<file path="src/rtl/instr_encoder_loader_pkg.sv">
// Shared encoding constants for the instruction loader and the Control decoder.
// Opcodes, funct codes, operation selector and loader FSM state encoding.
package instr_encoder_loader_pkg;

  localparam logic [5:0] OPC_LW    = 6'b010010;
  localparam logic [5:0] OPC_SW    = 6'b010011;
  localparam logic [5:0] OPC_RTYPE = 6'b010001;

  localparam logic [5:0] FN_ADD = 6'b100000;
  localparam logic [5:0] FN_SUB = 6'b100010;
  localparam logic [5:0] FN_MUL = 6'b110010;

  typedef enum logic [2:0] {
    OP_LW  = 3'd0,
    OP_SW  = 3'd1,
    OP_ADD = 3'd2,
    OP_SUB = 3'd3,
    OP_MUL = 3'd4
  } op_sel_e;

  localparam logic [1:0] ST_IDLE   = 2'd0;
  localparam logic [1:0] ST_ACCEPT = 2'd1;
  localparam logic [1:0] ST_WRITE  = 2'd2;
  localparam logic [1:0] ST_FINISH = 2'd3;

  function automatic logic [31:0] enc_rtype(input logic [4:0] rs, input logic [4:0] rt,
                                            input logic [4:0] rd, input logic [5:0] funct);
    return {OPC_RTYPE, rs, rt, rd, 5'b00000, funct};
  endfunction

endpackage

</file>
<file path="src/rtl/instr_encoder_loader_if.sv">
// Symbolic-operation handshake between an instruction source and the loader.
// The source holds all fields stable while Op_Valid is high until accepted.
interface instr_encoder_loader_if;
  logic       Op_Valid;
  logic       Op_Ready;
  logic [2:0] Op_Sel;
  logic [4:0] Rs;
  logic [4:0] Rt;
  logic [4:0] Rd;
  logic [15:0] Offset;

  modport master (output Op_Valid, Op_Sel, Rs, Rt, Rd, Offset, input Op_Ready);
  modport slave  (input Op_Valid, Op_Sel, Rs, Rt, Rd, Offset, output Op_Ready);
endinterface

</file>
<file path="src/rtl/instr_encoder_loader_pack.sv">
// Combinational packer: symbolic operation fields to a 32-bit instruction word.
// Zero latency; illegal selectors yield word 0 with the illegal flag raised.
module instr_pack
  import instr_encoder_loader_pkg::*;
(
  input  logic [2:0]  op_sel_i,
  input  logic [4:0]  rs_i,
  input  logic [4:0]  rt_i,
  input  logic [4:0]  rd_i,
  input  logic [15:0] offset_i,
  output logic [31:0] word_o,
  output logic        illegal_o
);

  always_comb begin
    word_o    = '0;
    illegal_o = 1'b0;
    case (op_sel_i)
      OP_LW:   word_o = {OPC_LW, rs_i, rt_i, offset_i};
      OP_SW:   word_o = {OPC_SW, rs_i, rt_i, offset_i};
      OP_ADD:  word_o = enc_rtype(rs_i, rt_i, rd_i, FN_ADD);
      OP_SUB:  word_o = enc_rtype(rs_i, rt_i, rd_i, FN_SUB);
      OP_MUL:  word_o = enc_rtype(rs_i, rt_i, rd_i, FN_MUL);
      default: illegal_o = 1'b1;
    endcase
  end

endmodule

</file>
<file path="src/rtl/instr_encoder_loader.sv">
// Loads a program of encoded instructions into memory from a base address.
// One write per accepted op, strobe the cycle after handshake; no wrap at memory end.
module instr_encoder_loader
  import instr_encoder_loader_pkg::*;
#(
  parameter int ADDR_W = 8,
  parameter int LEN_W  = 8
) (
  input  logic              Clock,
  input  logic              Reset_n,
  input  logic              Start,
  input  logic [ADDR_W-1:0] Base_Addr,
  input  logic [LEN_W-1:0]  Prog_Len,
  instr_encoder_loader_if.slave op,
  output logic              Mem_We,
  output logic [ADDR_W-1:0] Mem_Addr,
  output logic [31:0]       Mem_Wdata,
  output logic [LEN_W-1:0]  Count,
  output logic              Busy,
  output logic              Done,
  output logic              Error
);

  logic [1:0]        state_q, state_d;
  logic [ADDR_W-1:0] addr_q, addr_d;
  logic [ADDR_W-1:0] mem_addr_q, mem_addr_d;
  logic [LEN_W-1:0]  rem_q, rem_d;
  logic [LEN_W-1:0]  count_q, count_d;
  logic [31:0]       wdata_q, wdata_d;
  logic              err_q, err_d;

  logic [31:0] pack_word;
  logic        pack_illegal;

  instr_pack u_pack (
    .op_sel_i  (op.Op_Sel),
    .rs_i      (op.Rs),
    .rt_i      (op.Rt),
    .rd_i      (op.Rd),
    .offset_i  (op.Offset),
    .word_o    (pack_word),
    .illegal_o (pack_illegal)
  );

  always_comb begin
    state_d    = state_q;
    addr_d     = addr_q;
    mem_addr_d = mem_addr_q;
    rem_d      = rem_q;
    count_d    = count_q;
    wdata_d    = wdata_q;
    err_d      = err_q;
    case (state_q)
      ST_IDLE: begin
        if (Start) begin
          count_d = '0;
          err_d   = 1'b0;
          if (Prog_Len == '0) begin
            state_d = ST_FINISH;
          end else begin
            addr_d  = Base_Addr;
            rem_d   = Prog_Len;
            state_d = ST_ACCEPT;
          end
        end
      end
      ST_ACCEPT: begin
        if (op.Op_Valid) begin
          if (pack_illegal) begin
            err_d   = 1'b1;
            state_d = ST_FINISH;
          end else begin
            wdata_d    = pack_word;
            mem_addr_d = addr_q;
            state_d    = ST_WRITE;
          end
        end
      end
      ST_WRITE: begin
        count_d = count_q + 1'b1;
        addr_d  = addr_q + 1'b1;
        rem_d   = rem_q - 1'b1;
        if (rem_q == LEN_W'(1)) begin
          state_d = ST_FINISH;
        end else if (&addr_q) begin
          // Memory end reached with instructions still pending: stop rather than wrap.
          err_d   = 1'b1;
          state_d = ST_FINISH;
        end else begin
          state_d = ST_ACCEPT;
        end
      end
      ST_FINISH: state_d = ST_IDLE;
      default:   state_d = ST_IDLE;
    endcase
  end

  always_ff @(posedge Clock) begin
    if (!Reset_n) begin
      state_q    <= ST_IDLE;
      addr_q     <= '0;
      mem_addr_q <= '0;
      rem_q      <= '0;
      count_q    <= '0;
      wdata_q    <= '0;
      err_q      <= 1'b0;
    end else begin
      state_q    <= state_d;
      addr_q     <= addr_d;
      mem_addr_q <= mem_addr_d;
      rem_q      <= rem_d;
      count_q    <= count_d;
      wdata_q    <= wdata_d;
      err_q      <= err_d;
    end
  end

  assign op.Op_Ready = (state_q == ST_ACCEPT);
  assign Busy        = (state_q == ST_ACCEPT) || (state_q == ST_WRITE);
  assign Mem_We      = (state_q == ST_WRITE);
  assign Done        = (state_q == ST_FINISH);
  assign Mem_Addr    = mem_addr_q;
  assign Mem_Wdata   = wdata_q;
  assign Count       = count_q;
  assign Error       = err_q;

endmodule
</file>
<file path="src/flat_wrapper.sv">
// flat-port wrapper written by rule: the top's interface ports become plain ports
module instr_encoder_loader_flat import instr_encoder_loader_pkg::*;
#(
  parameter int ADDR_W = 8,
  parameter int LEN_W  = 8
)
  (Clock, Reset_n, Start, Base_Addr, Prog_Len, Mem_We, Mem_Addr, Mem_Wdata, Count, Busy, Done, Error, op_Op_Valid, op_Op_Sel, op_Rs, op_Rt, op_Rd, op_Offset, op_Op_Ready);
  instr_encoder_loader_if op_i ();
  input  logic Clock;
  input  logic Reset_n;
  input  logic Start;
  input  logic [ADDR_W-1:0] Base_Addr;
  input  logic [LEN_W-1:0] Prog_Len;
  output logic Mem_We;
  output logic [ADDR_W-1:0] Mem_Addr;
  output logic [31:0] Mem_Wdata;
  output logic [LEN_W-1:0] Count;
  output logic Busy;
  output logic Done;
  output logic Error;
  input wire logic [$bits(op_i.Op_Valid)-1:0] op_Op_Valid;
  input wire logic [$bits(op_i.Op_Sel)-1:0] op_Op_Sel;
  input wire logic [$bits(op_i.Rs)-1:0] op_Rs;
  input wire logic [$bits(op_i.Rt)-1:0] op_Rt;
  input wire logic [$bits(op_i.Rd)-1:0] op_Rd;
  input wire logic [$bits(op_i.Offset)-1:0] op_Offset;
  output wire logic [$bits(op_i.Op_Ready)-1:0] op_Op_Ready;
  assign op_i.Op_Valid = op_Op_Valid;
  assign op_i.Op_Sel = op_Op_Sel;
  assign op_i.Rs = op_Rs;
  assign op_i.Rt = op_Rt;
  assign op_i.Rd = op_Rd;
  assign op_i.Offset = op_Offset;
  assign op_Op_Ready = op_i.Op_Ready;
  instr_encoder_loader #(.ADDR_W(ADDR_W), .LEN_W(LEN_W)) u_core (.Clock(Clock), .Reset_n(Reset_n), .Start(Start), .Base_Addr(Base_Addr), .Prog_Len(Prog_Len), .op(op_i), .Mem_We(Mem_We), .Mem_Addr(Mem_Addr), .Mem_Wdata(Mem_Wdata), .Count(Count), .Busy(Busy), .Done(Done), .Error(Error));
endmodule
</file>
<file path="config.mk">
export PLATFORM = sky130hd
export DESIGN_NAME = instr_encoder_loader_flat
export DESIGN_NICKNAME = d
export VERILOG_FILES = /design/src/rtl/instr_encoder_loader_pkg.sv /design/src/rtl/instr_encoder_loader_if.sv /design/src/rtl/instr_encoder_loader_pack.sv /design/src/rtl/instr_encoder_loader.sv /design/src/flat_wrapper.sv
export SDC_FILE = /design/constraint.sdc
export NUM_CORES = 1
export LEC_CHECK = 0
export ABC_AREA = 1
export CAP_MARGIN = 5
export CORE_MARGIN = 2
export CORE_UTILIZATION = 40
export DETAILED_ROUTE_END_ITERATION = 8
export MAX_ROUTING_LAYER = met4
export PLACE_DENSITY = 0.7
export SYNTH_ARGS = -nofsm -noshare
export SYNTH_HDL_FRONTEND = slang
export SYNTH_SLANG_ARGS = --single-unit
</file>
<file path="constraint.sdc">
create_clock -name Clock -period 1.6 [get_ports Clock]
set_input_delay 0.16 -clock Clock [delete_from_list [all_inputs] [get_ports Clock]]
set_output_delay 0.16 -clock Clock [all_outputs]
set_load 0.05 [all_outputs]
</file>
==> results by group <==
Run status
  • Status: finished, final reports clean

Route
  • Antenna violation net count after detailed routing: 0
  • DR iter-0 viols: 133
  • Drt total wl: 8.91 mm
  • Vias per cell: approximately 4.9
  • DR pass1 iterations: 7
  • Post-DR wirelength/cell: 12.5 µm
  • Remaining DRCs: 0
  • Via Count: 3472

Job
  • Max Cap Violations: 0

Timing
  • Final Max Slew Viols: 0
  • Fmax: 640 MHz
  • Hold Vio Cnt, Final: 0
  • Setup ws final: 37.6 ps
  • Setup TNS: 0 ps
  • Period utilisation layout: 97.6%
  • Minimum clock period: 1560 ps
  • Hold WS: 383 ps
  • Final setup vio count: 0
  • Clk_skew: between 7 and 8 ps
  • RSZ-0062 raised after global routing: true

Global routing
  • Vias in the first global route: 3242
  • GRT Max-Usage Layer: met2
  • M3 GR Usage: 5.08%
  • Global Route Usage Sum: about a fifth
  • First-pass GRT wire length: 14.4 mm
  • Met2 Track Usage GR: 33.7%
  • Pin count of the biggest net entering global routing: 32
  • Met1 usage: 26.7%
  • GRT overflow: 0
  • Initial antenna violation count: 0

Final layout
  • Antenna Cells: 0
  • Layout cell share with drive strength beyond 1: 23.6%
  • Most common cell after layout, fill and taps aside: nand2_1
  • Final Core Density: 63.1%
  • Area grow syn2layout: 53.1%
  • Most frequent cells in the layout: nand2_1, buf_4, nor2_1
  • Design area: 4850 µm²
  • Nets: around 670

Clock tree
  • CTS Buf Count: 9
  • Worst-Skew Late Latency: 340 ps
  • CTS tree: built
  • CTS clk-pin slew, worst paths: 70 ps
  • Clock root buffer master: clkbuf_8
  • CTS Sinks: 64
  • Clock Path Buffers: 2
  • Total number of H-tree levels: 3

Die
  • FP Rows: 32
  • Core region area: 7690 µm²
  • Starting density of the core: ~41%
  • IO Pins: 107
  • Height of the die: 93.0 µm
  • Die Width: around 93 µm
  • Die ar.: between 8000 and 9000 µm²

Pwr
  • Comb power frac: 54.8%
  • Peak supply drop: between 0.8 and 0.9 mV
  • Pwr dens: 1640 nW/µm²
  • Flop pwr share: between 20% and 30%
  • NetSw: ~3.4 mW
  • Clock power share: roughly 18%
  • Pint: 4.58 mW
  • Leakage: 2.14 nW
  • Sw frac: 42.5%

Placed design
  • Placed wire-length estimate: between 6 and 7 mm
  • Pre-CTS setup slack: -108 ps
  • GP Congestion: between 0.8 and 0.9
  • Post-Place Cell Area: about 4500 µm²
  • Port Buffer Count: 103

Critical path
  • Critical path arrival: 1790 ps
  • Critical Path RT: roughly 1800 ps
  • Crit. End Element: flip-flop
  • Maximum net fanout on the critical path: 6
  • CP Class: flip-flop to flip-flop
  • Worst setup SP type: flip-flop

Synthesis
  • Post-synthesis cell area: around 3200 µm²
  • Sequential fraction of the synthesis area: 40.4%
  • Synth cell types: 33
  • Cells after synthesis: 469
  • Ys Warns: 0
  • Synthesis-stage register bit count: 64
  • Syn Area/Cell: 6.76 µm²

Hold path
  • Hold Crit Class: primary input to flip-flop
-- metal layers --
layer | routed length, µm | up-vias
met5 | 0 | -
met4 | 110 | 0
met3 | 573 | 13
met2 | 4160 | 116
met1 | 4070 | 1562
li1 | - | 1781
-- critical path, cell delays in order, from the launching register on --
cell and delay [ps]:
dfxtp_2 350, buf_6 110, ha_4 160, nor2_4 50, a21oi_4 180, inv_4 80, nor2_4 240, buf_6 150
nand2_2 40, nand2_2 60, a21oi_2 30
-- cells in the mapped netlist --
cell | count | share of area [%]
conb_1 | 1 | 0.12
buf_6 | 1 | 0.36
a21oi_1 | 41 | 6.5
mux2i_1 | 1 | 0.32
buf_1 | 2 | 0.24
o21ai_2 | 3 | 0.83
dfxtp_1 | 64 | 40
clkinv_1 | 1 | 0.12
buf_4 | 4 | 0.95
nor3_1 | 1 | 0.16
o21a_1 | 1 | 0.24
a31oi_1 | 3 | 0.59
nand3_2 | 2 | 0.63
inv_4 | 1 | 0.20
inv_1 | 36 | 4.3
nor2_1 | 76 | 9.0
nand4_1 | 6 | 1.2
a21oi_4 | 1 | 0.51
xor2_1 | 2 | 0.55
nand3b_1 | 2 | 0.47
o21ai_1 | 1 | 0.16
nand2_1 | 123 | 15
o21ai_0 | 42 | 6.6
clkbuf_1 | 10 | 1.2
nor2_2 | 2 | 0.39
a21oi_2 | 5 | 1.4
ha_1 | 8 | 3.2
o21bai_1 | 2 | 0.47
a211oi_1 | 1 | 0.24
nand2_2 | 1 | 0.20
buf_2 | 5 | 0.79
o22ai_1 | 1 | 0.20
nand3_1 | 19 | 3.0
-- sequential cells by signal, summed over array words and instances (netlist names) --
signal	cells
u_core.Count	8
u_core.Error	1
u_core.Mem_Addr	8
u_core.Mem_Wdata	29
u_core.addr_q	8
u_core.rem_q	8
u_core.state_q	2
-- repair_timing --
action                     4_1_cts  5_1_grt
resized for setup                2       32
pin swaps                        1        6
buffers inserted                 0        9
setup endpoints to repair        4       30
cloned                           1        0
hold buffers                     0        0
-- power groups by stage --
stage | Combinational [mW] | Sequential (mW) | Clock (mW)
floorplan | 2.12 | 2.58 | 0
global placement | 3.74 | 2.20 | 0
detailed placement | 3.79 | 2.21 | 0
CTS | 3.83 | 2.18 | 1.42
global route | 4.77 | 2.25 | 1.50
finish | 4.36 | 2.20 | 1.39
-- through the flow --
step / cells / power, mW
after detailed placement: 688 / 6.00
final: 712 / 7.96
after global routing: 712 / 8.51
after global placement: 688 / 5.94
after CTS: 703 / 7.43
after floorplan: 471 / 4.70
-- path summary, 6_finish.rpt --
path,to,slack (ps),depth (start not counted),start
max,u_core.addr_q[2],40,10,u_core.state_q[1]
min,u_core.Mem_Wdata[10],380,3,op_Offset[10]
max reg2reg,u_core.addr_q[2],40,10,u_core.state_q[1]
min reg2reg,u_core.Mem_Wdata[8],470,2,u_core.Mem_Wdata[8]
-- cell families after synthesis --
| kind of cell | Yosys count | synth area share, % |
|---|---|---|
| DFF | 64 | 40.4 |
| other | 1 | 0.118 |
| adders and majority gates | 8 | 3.16 |
| buffers and inverters | 60 | 8.09 |
| xor gates and xnor gates | 2 | 0.553 |
| and+or+nand+nor | 232 | 29.6 |
| AOI/OAI and AO/OA | 101 | 17.7 |
| muxes | 1 | 0.316 |
-- layout make-up --
type                    count  area [µm²]
repair buffers            146        1350
multi-input cells         348        1750
well taps                 102         128
inverters                  38         146
clock buffers              11         151
fillers                   706        2830
clock inverters             3        42.5
flip-flops and latches     64        1280
Note: power is estimated with default switching activity, not from simulation.
